File: src/rtl/nibble_serial_adder_pkg.sv
// Shared types for the nibble-serial adder: FSM state encoding and nibble width.
package adder_pkg;

  localparam int NIBBLE_W = 4;

  typedef enum logic [1:0] {
    IDLE = 2'd0,
    RUN  = 2'd1,
    DONE = 2'd2
  } state_e;

endpackage

File: src/rtl/carry_look_ahead_adder_4bit.sv
// 4-bit carry look-ahead adder: all carries derived directly from generate/propagate terms.
module carry_look_ahead_adder_4bit (
  input  logic [3:0] a,
  input  logic [3:0] b,
  input  logic       Cin,
  output logic [3:0] sum,
  output logic       carry4
);

  logic [3:0] g_s;
  logic [3:0] p_s;
  logic [4:0] c_s;

  assign g_s = a & b;
  assign p_s = a ^ b;

  assign c_s[0] = Cin;
  assign c_s[1] = g_s[0] | (p_s[0] & Cin);
  assign c_s[2] = g_s[1] | (p_s[1] & g_s[0]) | (p_s[1] & p_s[0] & Cin);
  assign c_s[3] = g_s[2] | (p_s[2] & g_s[1]) | (p_s[2] & p_s[1] & g_s[0])
                | (p_s[2] & p_s[1] & p_s[0] & Cin);
  assign c_s[4] = g_s[3] | (p_s[3] & g_s[2]) | (p_s[3] & p_s[2] & g_s[1])
                | (p_s[3] & p_s[2] & p_s[1] & g_s[0])
                | (p_s[3] & p_s[2] & p_s[1] & p_s[0] & Cin);

  assign sum    = p_s ^ c_s[3:0];
  assign carry4 = c_s[4];

endmodule

File: src/rtl/nibble_serial_adder.sv
// Wide unsigned adder that reuses one 4-bit CLA, processing one nibble per clock, LSB first.
module nibble_serial_adder
  import adder_pkg::*;
#(
  parameter int NIBBLES = 4
) (
  input  logic                      clk,
  input  logic                      rst_n,
  input  logic                      start,
  input  logic [NIBBLE_W*NIBBLES-1:0] a,
  input  logic [NIBBLE_W*NIBBLES-1:0] b,
  input  logic                      Cin,
  output logic                      busy,
  output logic                      done,
  output logic [NIBBLE_W*NIBBLES-1:0] sum,
  output logic                      carry_out
);

  localparam int W     = NIBBLE_W * NIBBLES;
  localparam int CNT_W = $clog2(NIBBLES);
  localparam logic [CNT_W-1:0] CNT_LAST = CNT_W'(NIBBLES - 1);

  state_e             state_q, state_d;
  logic [W-1:0]       a_q, a_d;
  logic [W-1:0]       b_q, b_d;
  logic [W-1:0]       sum_q, sum_d;
  logic [CNT_W-1:0]   cnt_q, cnt_d;
  logic               carry_q, carry_d;
  logic               cout_q, cout_d;
  logic               busy_q, busy_d;
  logic               done_q, done_d;

  logic [NIBBLE_W-1:0] cla_a_s;
  logic [NIBBLE_W-1:0] cla_b_s;
  logic [NIBBLE_W-1:0] cla_sum_s;
  logic                cla_c4_s;

  assign cla_a_s = a_q[cnt_q*NIBBLE_W +: NIBBLE_W];
  assign cla_b_s = b_q[cnt_q*NIBBLE_W +: NIBBLE_W];

  carry_look_ahead_adder_4bit u_cla (
    .a      (cla_a_s),
    .b      (cla_b_s),
    .Cin    (carry_q),
    .sum    (cla_sum_s),
    .carry4 (cla_c4_s)
  );

  // Next-state, operand capture, nibble write-back and registered flag computation
  always_comb begin
    state_d = state_q;
    a_d     = a_q;
    b_d     = b_q;
    sum_d   = sum_q;
    cnt_d   = cnt_q;
    carry_d = carry_q;
    cout_d  = cout_q;
    busy_d  = 1'b0;
    done_d  = 1'b0;
    case (state_q)
      IDLE, DONE: begin
        if (start) begin
          a_d     = a;
          b_d     = b;
          carry_d = Cin;
          cnt_d   = '0;
          busy_d  = 1'b1;
          state_d = RUN;
        end else begin
          state_d = IDLE;
        end
      end
      RUN: begin
        sum_d[cnt_q*NIBBLE_W +: NIBBLE_W] = cla_sum_s;
        carry_d = cla_c4_s;
        if (cnt_q == CNT_LAST) begin
          cout_d  = cla_c4_s;
          done_d  = 1'b1;
          state_d = DONE;
        end else begin
          cnt_d   = cnt_q + CNT_W'(1);
          busy_d  = 1'b1;
        end
      end
      default: begin
        state_d = IDLE;
      end
    endcase
  end

  // State and datapath registers; reset aborts any addition in flight
  always_ff @(posedge clk or negedge rst_n) begin
    if (!rst_n) begin
      state_q <= IDLE;
      a_q     <= '0;
      b_q     <= '0;
      sum_q   <= '0;
      cnt_q   <= '0;
      carry_q <= 1'b0;
      cout_q  <= 1'b0;
      busy_q  <= 1'b0;
      done_q  <= 1'b0;
    end else begin
      state_q <= state_d;
      a_q     <= a_d;
      b_q     <= b_d;
      sum_q   <= sum_d;
      cnt_q   <= cnt_d;
      carry_q <= carry_d;
      cout_q  <= cout_d;
      busy_q  <= busy_d;
      done_q  <= done_d;
    end
  end

  assign busy      = busy_q;
  assign done      = done_q;
  assign sum       = sum_q;
  assign carry_out = cout_q;

endmodule

File: config.mk
export PLATFORM = sky130hd
export DESIGN_NAME = nibble_serial_adder
export DESIGN_NICKNAME = d
export VERILOG_FILES = /design/src/rtl/nibble_serial_adder_pkg.sv /design/src/rtl/carry_look_ahead_adder_4bit.sv /design/src/rtl/nibble_serial_adder.sv
export SDC_FILE = /design/constraint.sdc
export NUM_CORES = 1
export LEC_CHECK = 0
export CAP_MARGIN = 20
export CORE_MARGIN = 3
export CORE_UTILIZATION = 47
export DETAILED_ROUTE_END_ITERATION = 12
export PLACE_DENSITY = 0.74
export SKIP_LAST_GASP = 1
export SYNTH_ARGS = -nofsm -noshare
export SYNTH_HDL_FRONTEND = slang
export SYNTH_HIERARCHICAL = 1
export SYNTH_SLANG_ARGS = --single-unit
File: constraint.sdc
create_clock -name clk -period 3.2 [get_ports clk]
set_clock_uncertainty 0.2 [all_clocks]
set_input_delay 0.32 -clock clk [delete_from_list [all_inputs] [get_ports clk]]
set_output_delay 0.32 -clock clk [all_outputs]
set_load 0.005 [all_outputs]
==> reports/metrics.yaml, run 1 <==
finish:
  postLayoutCoreUtil_pct: 62.03
  final_common_cell: "dfrtp_1"
  antenna_cells: 0
  area_growth_pct: 24.83
  nets: 300
  final_layout_size_suffix_gt1_share_pct: 20.78
  final_cell_mix: "dfrtp_1 (56), clkdlybuf4s50_1 (53), mux2_4 (28), nand2_1 (26), o21ai_0 (12)"
  fillers: 455
logic_synthesis:
  async_flop_share_pct: 100.0
  synth_top_area_share_pct: 50.29
  yosys_warnings: 6
  syn_nets: 242
  synth_seq_area_share_pct: 50.29
  syn_avg_cell_area_um2: 14.22
  synthCells: 196
  ys_types: 34
  synth-edff-count: 0
  synth_area_leaders: "dfrtp_1 (50%), mux2_4 (15%), mux4_1 (5.7%)"
  netlist_area_um2: 2786
  ys_seq_elements: 56
  synth-main-ff-cell: "dfrtp_1"
  synth_largest_area_cell: "dfrtp_1"
pwr:
  cellLeakagePower_nw: 1.542
  p_per_area_nw_per_um2: 1092
  ir_drop_mv: 0.6413
worst_setup_path:
  crit_required_ns: 3.24
  start_kind: "flop"
  crit_type: "flop to flop"
  crit_start: "cnt_q[0]$_DFFE_PN0P_"
  end_kind: "flop"
  cp.arrival_ns: 2.80
  r2r_start: "cnt_q[0]$_DFFE_PN0P_"
  cp_max_fo: 7
detailed_routing:
  vias: 1631
  wl_per_cell_um: 15.19
  drc: 0
  postRouteWirelength_mm: 4.966
  antenna_left: 0
  vias_per_cell: 4.988
  firstDrtPassIters: 4
  first_iter_violations: 68
global_route:
  groute.layer.met1.usage_pct: 19.22
  grt_pass1_vias: 1708
  grt_overflow: 0
  antenna_found_initial: 0
  use_met3_pct: 4.563
  grt_pass1_wl_mm: 8.362
  grt_util_met2_pct: 25.44
  grt_usage_pct: 15.19
  top_usage_layer: "met2"
  grt_max_degree: 36
sta:
  hold_viol_final: 0
  rsz0062_at_grt: "false"
  timing.final.crit_share_pct: 86.31
  fmax_mhz: 362.1
  setup_violations: 0
  slew_headroom_pct: 56.02
  timing.setup.tns_ns: 0
  slew_violations: 0
  tightestPinTransition_ns: 0.6597
  min_period_ns: 2.762
clock_tree:
  cts_tree: "done"
  cts_setup_buffers: 0
  htreeDepth: 2
  root_buffer: "clkbuf_8"
  path_clk_slew_ns: 0.10
  clockBufferDepth: 2
  postCtsHoldBufs: 1
  insertion_delay_ns: 0.32
  cts_sinks: 56
  cts_resized: 0
  cts_buffers: 5
floorplanning:
  initial_core_util_pct: 49.69
  dieArea_um2: 6888
  fp.dieH_um: 83.00
  rows: 27
  die_w_um: 83.00
  core_area_um2: 5608
  boundaryPins: 55
placement:
  finalWeightedCongestion: 0.7959
  io_buffers: 54
  dpl.hpwl_mm: 3.701
worst_hold_path:
  min_path_type: "flop to flop"
  hold_path.startpoint: "sum[9]$_DFFE_PN0P_"
run_status:
  status: "finished, final reports clean"
run:
  maxCapViolCount: 0
-- synth_stat cells, types with 4 or more instances --
| cell type | n |
|---|---|
| a21o_1 | 4 |
| dfrtp_1 | 56 |
| ha_1 | 9 |
| inv_1 | 8 |
| mux2_2 | 5 |
| mux2_4 | 28 |
| mux4_1 | 6 |
| nand2_1 | 26 |
| nand3_1 | 4 |
| nand3b_1 | 4 |
| o21ai_0 | 12 |
| o2bb2ai_1 | 4 |
-- final cells by class --
| class | count | area (µm²) | area share (%) |
|---|---|---|---|
| clock buffer | 5 | 68.82 | 1.978 |
| clock inverter | 3 | 42.54 | 1.223 |
| inverter | 8 | 30.03 | 0.8633 |
| multi-input combinational | 124 | 1270 | 36.51 |
| sequential | 56 | 1401 | 40.29 |
| tap | 72 | 90.09 | 2.590 |
| timing repair buffer | 59 | 575.6 | 16.55 |
-- metal layers --
metal / part of all wire (%) / vias up
met4: 1.1 / 0
li1: - / 811
met3: 5.0 / 7
met1: 45 / 772
met2: 49 / 41
met5: 0 / -
-- registers in the layout (all words and copies together) (netlist names) --
signal     count
busy           1
carry_out      1
sum           16
carry_q        1
b_q           16
cnt_q          2
state_q        2
done           1
a_q           16
-- final timing paths --
kind                                       end  slack [ns]  cells past startpoint
max reg2reg                sum[15]$_DFFE_PN0P_        0.44                      7
min reg2reg                 sum[9]$_DFFE_PN0P_        0.29                      2
max in group asynchronous   b_q[0]$_DFFE_PN0P_        1.79                      3
min                         sum[9]$_DFFE_PN0P_        0.29                      2
min in group asynchronous  sum[10]$_DFFE_PN0P_        0.35                      2
max                        sum[15]$_DFFE_PN0P_        0.44                      7
-- cells by family (layout without fill, tap and decap cells) --
family	Yosys count	in the layout	synth area share, %
buffers and inverters	16	75	4.311
flip-flops	56	56	50.29
XOR/XNOR	3	3	0.9431
multiplexers	42	42	24.74
AO/OA/AOI/OAI	25	25	5.613
AND/OR/NAND/NOR	44	44	9.340
adder cells (fa/ha/maj)	10	10	4.760
-- worst max-delay path, stage by stage, from the launching register on --
cell and delay (ns):
dfrtp_1 0.55, mux4_1 0.63, ha_1 0.29, a21o_1 0.19, a31o_1 0.25, xor2_1 0.33
nand2_1 0.08, o21ai_0 0.17
-- through the flow --
| step | instances | cell area [µm²] | setup slack (ns) | hold slack [ns] | total power, mW |
|---|---|---|---|---|---|
| 6_report | 327 | 3478 | 0.4380 | 0.2856 | 3.798 |
| 5_1_grt | 327 | 3478 | 0.2211 | 0.3174 | 4.086 |
| 4_1_cts | 327 | 3478 | 0.4110 | 0.2938 | 3.847 |
| 3_5_place_dp | 318 | 3357 | 0.4216 | 0.1854 | 3.369 |
| 3_3_place_gp | 318 | 3357 | 0.4987 | 0.1780 | 3.299 |
| 2_1_floorplan | 196 | 2786 | 0.5854 | -0.1756 | 2.747 |
-- report_power, final --
group          total (mW)  leakage, nW  internal (mW)  switching, mW
clock network       0.460       0.0541          0.232          0.229
logic                2.06        0.793           1.10          0.957
registers            1.28        0.695           1.04          0.237
total                3.80         1.54           2.38           1.42
Power figures use the tool's default switching activity.
==> inputs of run 2 (changes only) <==
--- a/config.mk
+++ b/config.mk
@@ -6,10 +6,12 @@
 export NUM_CORES = 1
 export LEC_CHECK = 0
 export CAP_MARGIN = 20
+export CELL_PAD_IN_SITES_DETAIL_PLACEMENT = 0
+export CELL_PAD_IN_SITES_GLOBAL_PLACEMENT = 1
 export CORE_MARGIN = 3
-export CORE_UTILIZATION = 47
+export CORE_UTILIZATION = 42
 export DETAILED_ROUTE_END_ITERATION = 12
-export PLACE_DENSITY = 0.74
+export PLACE_DENSITY_LB_ADDON = 0.1
 export SKIP_LAST_GASP = 1
 export SYNTH_ARGS = -nofsm -noshare
 export SYNTH_HDL_FRONTEND = slang
==> run 2 against run 1 <==
Hold slack gained 0.0015 ns; register-to-register slack lost 0.11 ns; sequential share of layout area grew 0.22 points; combinational power is essentially flat; largest power group unchanged; highest routed layer unchanged; critical path type unchanged.
==> reports/metrics.yaml, run 2 (synthesized netlist as in run 1, its figures left out) <==
run_status:
  status: "finished, final reports clean"
sta:
  tightestPinTransition_ns: 0.9975  # +0.3378 ns
  timing.setup.tns_ns: 0  # unchanged
  fmax_mhz: 348.8  # -3.7%
  hold_viol_final: 0  # unchanged
  min_period_ns: 2.867  # +0.1054 ns
  slew_violations: 0  # unchanged
  slew_headroom_pct: 33.50  # -23 points
  rsz0062_at_grt: "false"
  setup_violations: 0  # unchanged
  timing.final.crit_share_pct: 89.60  # +3.3 points
worst_setup_path:
  cp.arrival_ns: 2.90  # +0.10 ns
  crit_required_ns: 3.23  # about the same
  crit_type: "flop to flop"
  cp_max_fo: 9  # +2
  end_kind: "flop"
  start_kind: "flop"
pwr:
  power_mw: 3.733  # -1.7%
  ir_drop_mv: 0.5371  # -16%
  seqPwrFrac_pct: 34.6  # +0.9 points
  cellLeakagePower_nw: 1.527  # -0.94%
  p_comb_share_pct: 54.7  # +0.5 points
  p_per_area_nw_per_um2: 1079  # -1.2%
  clockPowerShare_pct: 10.7  # -1.4 points
  swShare_pct: 37.98  # +0.53 points
  p_int_mw: 2.315  # -2.5%
  p_sw_mw: 1.418  # -0.33%
detailed_routing:
  dr_wl_met2_mm: 2.432  # -0.33%
  postRouteWirelength_mm: 5.190  # +4.5%
  topRoutingLayerUsed: "met4"
  firstDrtPassIters: 4  # unchanged
  first_iter_violations: 65  # -4.4%
  wl_met1_mm: 2.482  # +12%
  antenna_left: 0  # unchanged
  drc: 0  # unchanged
  wl_per_cell_um: 15.68  # +3.2%
  vias_per_cell: 4.973  # -0.30%
  vias: 1646  # +0.92%
  wl_met3_um: 216  # -14%
finish:
  final_cell_area_um2: 3460  # -0.54%
  final_cell_mix: "dfrtp_1 (56), clkdlybuf4s50_1 (53), mux2_4 (28), nand2_1 (26), o21ai_0 (12)"
  antenna_cells: 0  # unchanged
  final_common_cell: "dfrtp_1"
  final_layout_size_suffix_gt1_share_pct: 20.08  # -0.71 points
  nets: 299  # -0.33%
  area_growth_pct: 24.16
placement:
  placed_cell_area_um2: 3356  # about the same
  io_buffers: 54  # unchanged
  dpl.hpwl_mm: 3.881  # +4.9%
  finalWeightedCongestion: 0.7246  # -9.0%
clock_tree:
  root_buffer: "clkbuf_8"
  cts_setup_buffers: 0  # unchanged
  insertion_delay_ns: 0.30  # -0.02 ns
  cts_resized: 0  # unchanged
  cts_tree: "done"
  htreeDepth: 2  # unchanged
  cts_buffers: 5  # unchanged
  clockBufferDepth: 2  # unchanged
  postCtsHoldBufs: 1  # unchanged
  path_clk_slew_ns: 0.10  # about the same
  cts_sinks: 56  # unchanged
global_route:
  grt_overflow: 0  # unchanged
  grt_pass1_vias: 1674  # -2.0%
  antenna_found_initial: 0  # unchanged
  grt_pass1_wl_mm: 8.521  # +1.9%
  grt_usage_pct: 14.54  # -0.65 points
  grt_max_degree: 45  # +25%
floorplanning:
  dieArea_um2: 7648  # +11%
  core_area_um2: 6386  # +14%
  fp.dieH_um: 87.45  # +5.4%
  die_w_um: 87.45  # +5.4%
  rows: 29  # +7.4%
  initial_core_util_pct: 43.63  # -6.1 points
  boundaryPins: 55  # unchanged
run:
  maxCapViolCount: 0  # unchanged
worst_hold_path:
  min_path_type: "flop to flop"
run 2: cell count changes in the layout (fill, tap and decap cells not counted):
cell	change
buf_4	-1
bufinv_16	-1
clkbuf_1	+1
clkbuf_8	+1
clkinv_2	-1
run 2: final timing paths:
check	from	slack, ns	depth (start not counted)	to
max in group asynchronous	rst_n	1.53	3	a_q[11]$_DFFE_PN0P_
min	sum[4]$_DFFE_PN0P_	0.29	2	sum[4]$_DFFE_PN0P_
min in group asynchronous	rst_n	0.51	2	sum[10]$_DFFE_PN0P_
max	cnt_q[0]$_DFFE_PN0P_	0.33	7	sum[3]$_DFFE_PN0P_
max reg2reg	cnt_q[0]$_DFFE_PN0P_	0.33	7	sum[3]$_DFFE_PN0P_
min reg2reg	sum[4]$_DFFE_PN0P_	0.29	2	sum[4]$_DFFE_PN0P_
run 2: metal layers:
| metal | vias up | track usage (%) |
|---|---|---|
| met4 | 0 | 4.184 |
| li1 | 811 | - |
| met1 | 790 | 20.28 |
| met5 | - | 0 |
| met2 | 39 | 22.74 |
| met3 | 6 | 3.311 |
run 2: final cells by class:
type,instances,area (µm²)
sequential,56,1401
multi-input combinational,124,1270
tap,77,96.34
fill,553,2927
timing repair buffer,58,568.0
clock inverter,1,7.507
clock buffer,7,86.33
inverter,8,30.03
run 2: per-stage QoR:
step	hold slack, ns	setup slack, ns	std cells	utilization (%)
6_report	0.2871	0.3327	331	54.17
5_1_grt	0.3052	0.1336	331	54.17
4_1_cts	0.2944	0.3059	331	54.17
3_5_place_dp	0.2707	0.3354	322	52.55
3_3_place_gp	0.2609	0.4472	322	52.55
2_1_floorplan	-0.1756	0.5854	196	-
run 2: worst max-delay path, stage by stage (launching register included):
cell       delay, ns
dfrtp_1         0.63
mux4_1          0.65
ha_1            0.29
a21o_1          0.19
a31o_1          0.24
xor2_1          0.31
nand3_1         0.12
o2bb2ai_1       0.16
run 2: power groups by stage:
stage / clock, mW / combinational (mW) / sequential, mW
CTS: 0.416 / 2.06 / 1.31
global placement: 0 / 2.02 / 1.31
finish: 0.399 / 2.04 / 1.29
floorplan: 0 / 1.54 / 1.21
global route: 0.446 / 2.24 / 1.34
detailed placement: 0 / 2.06 / 1.31
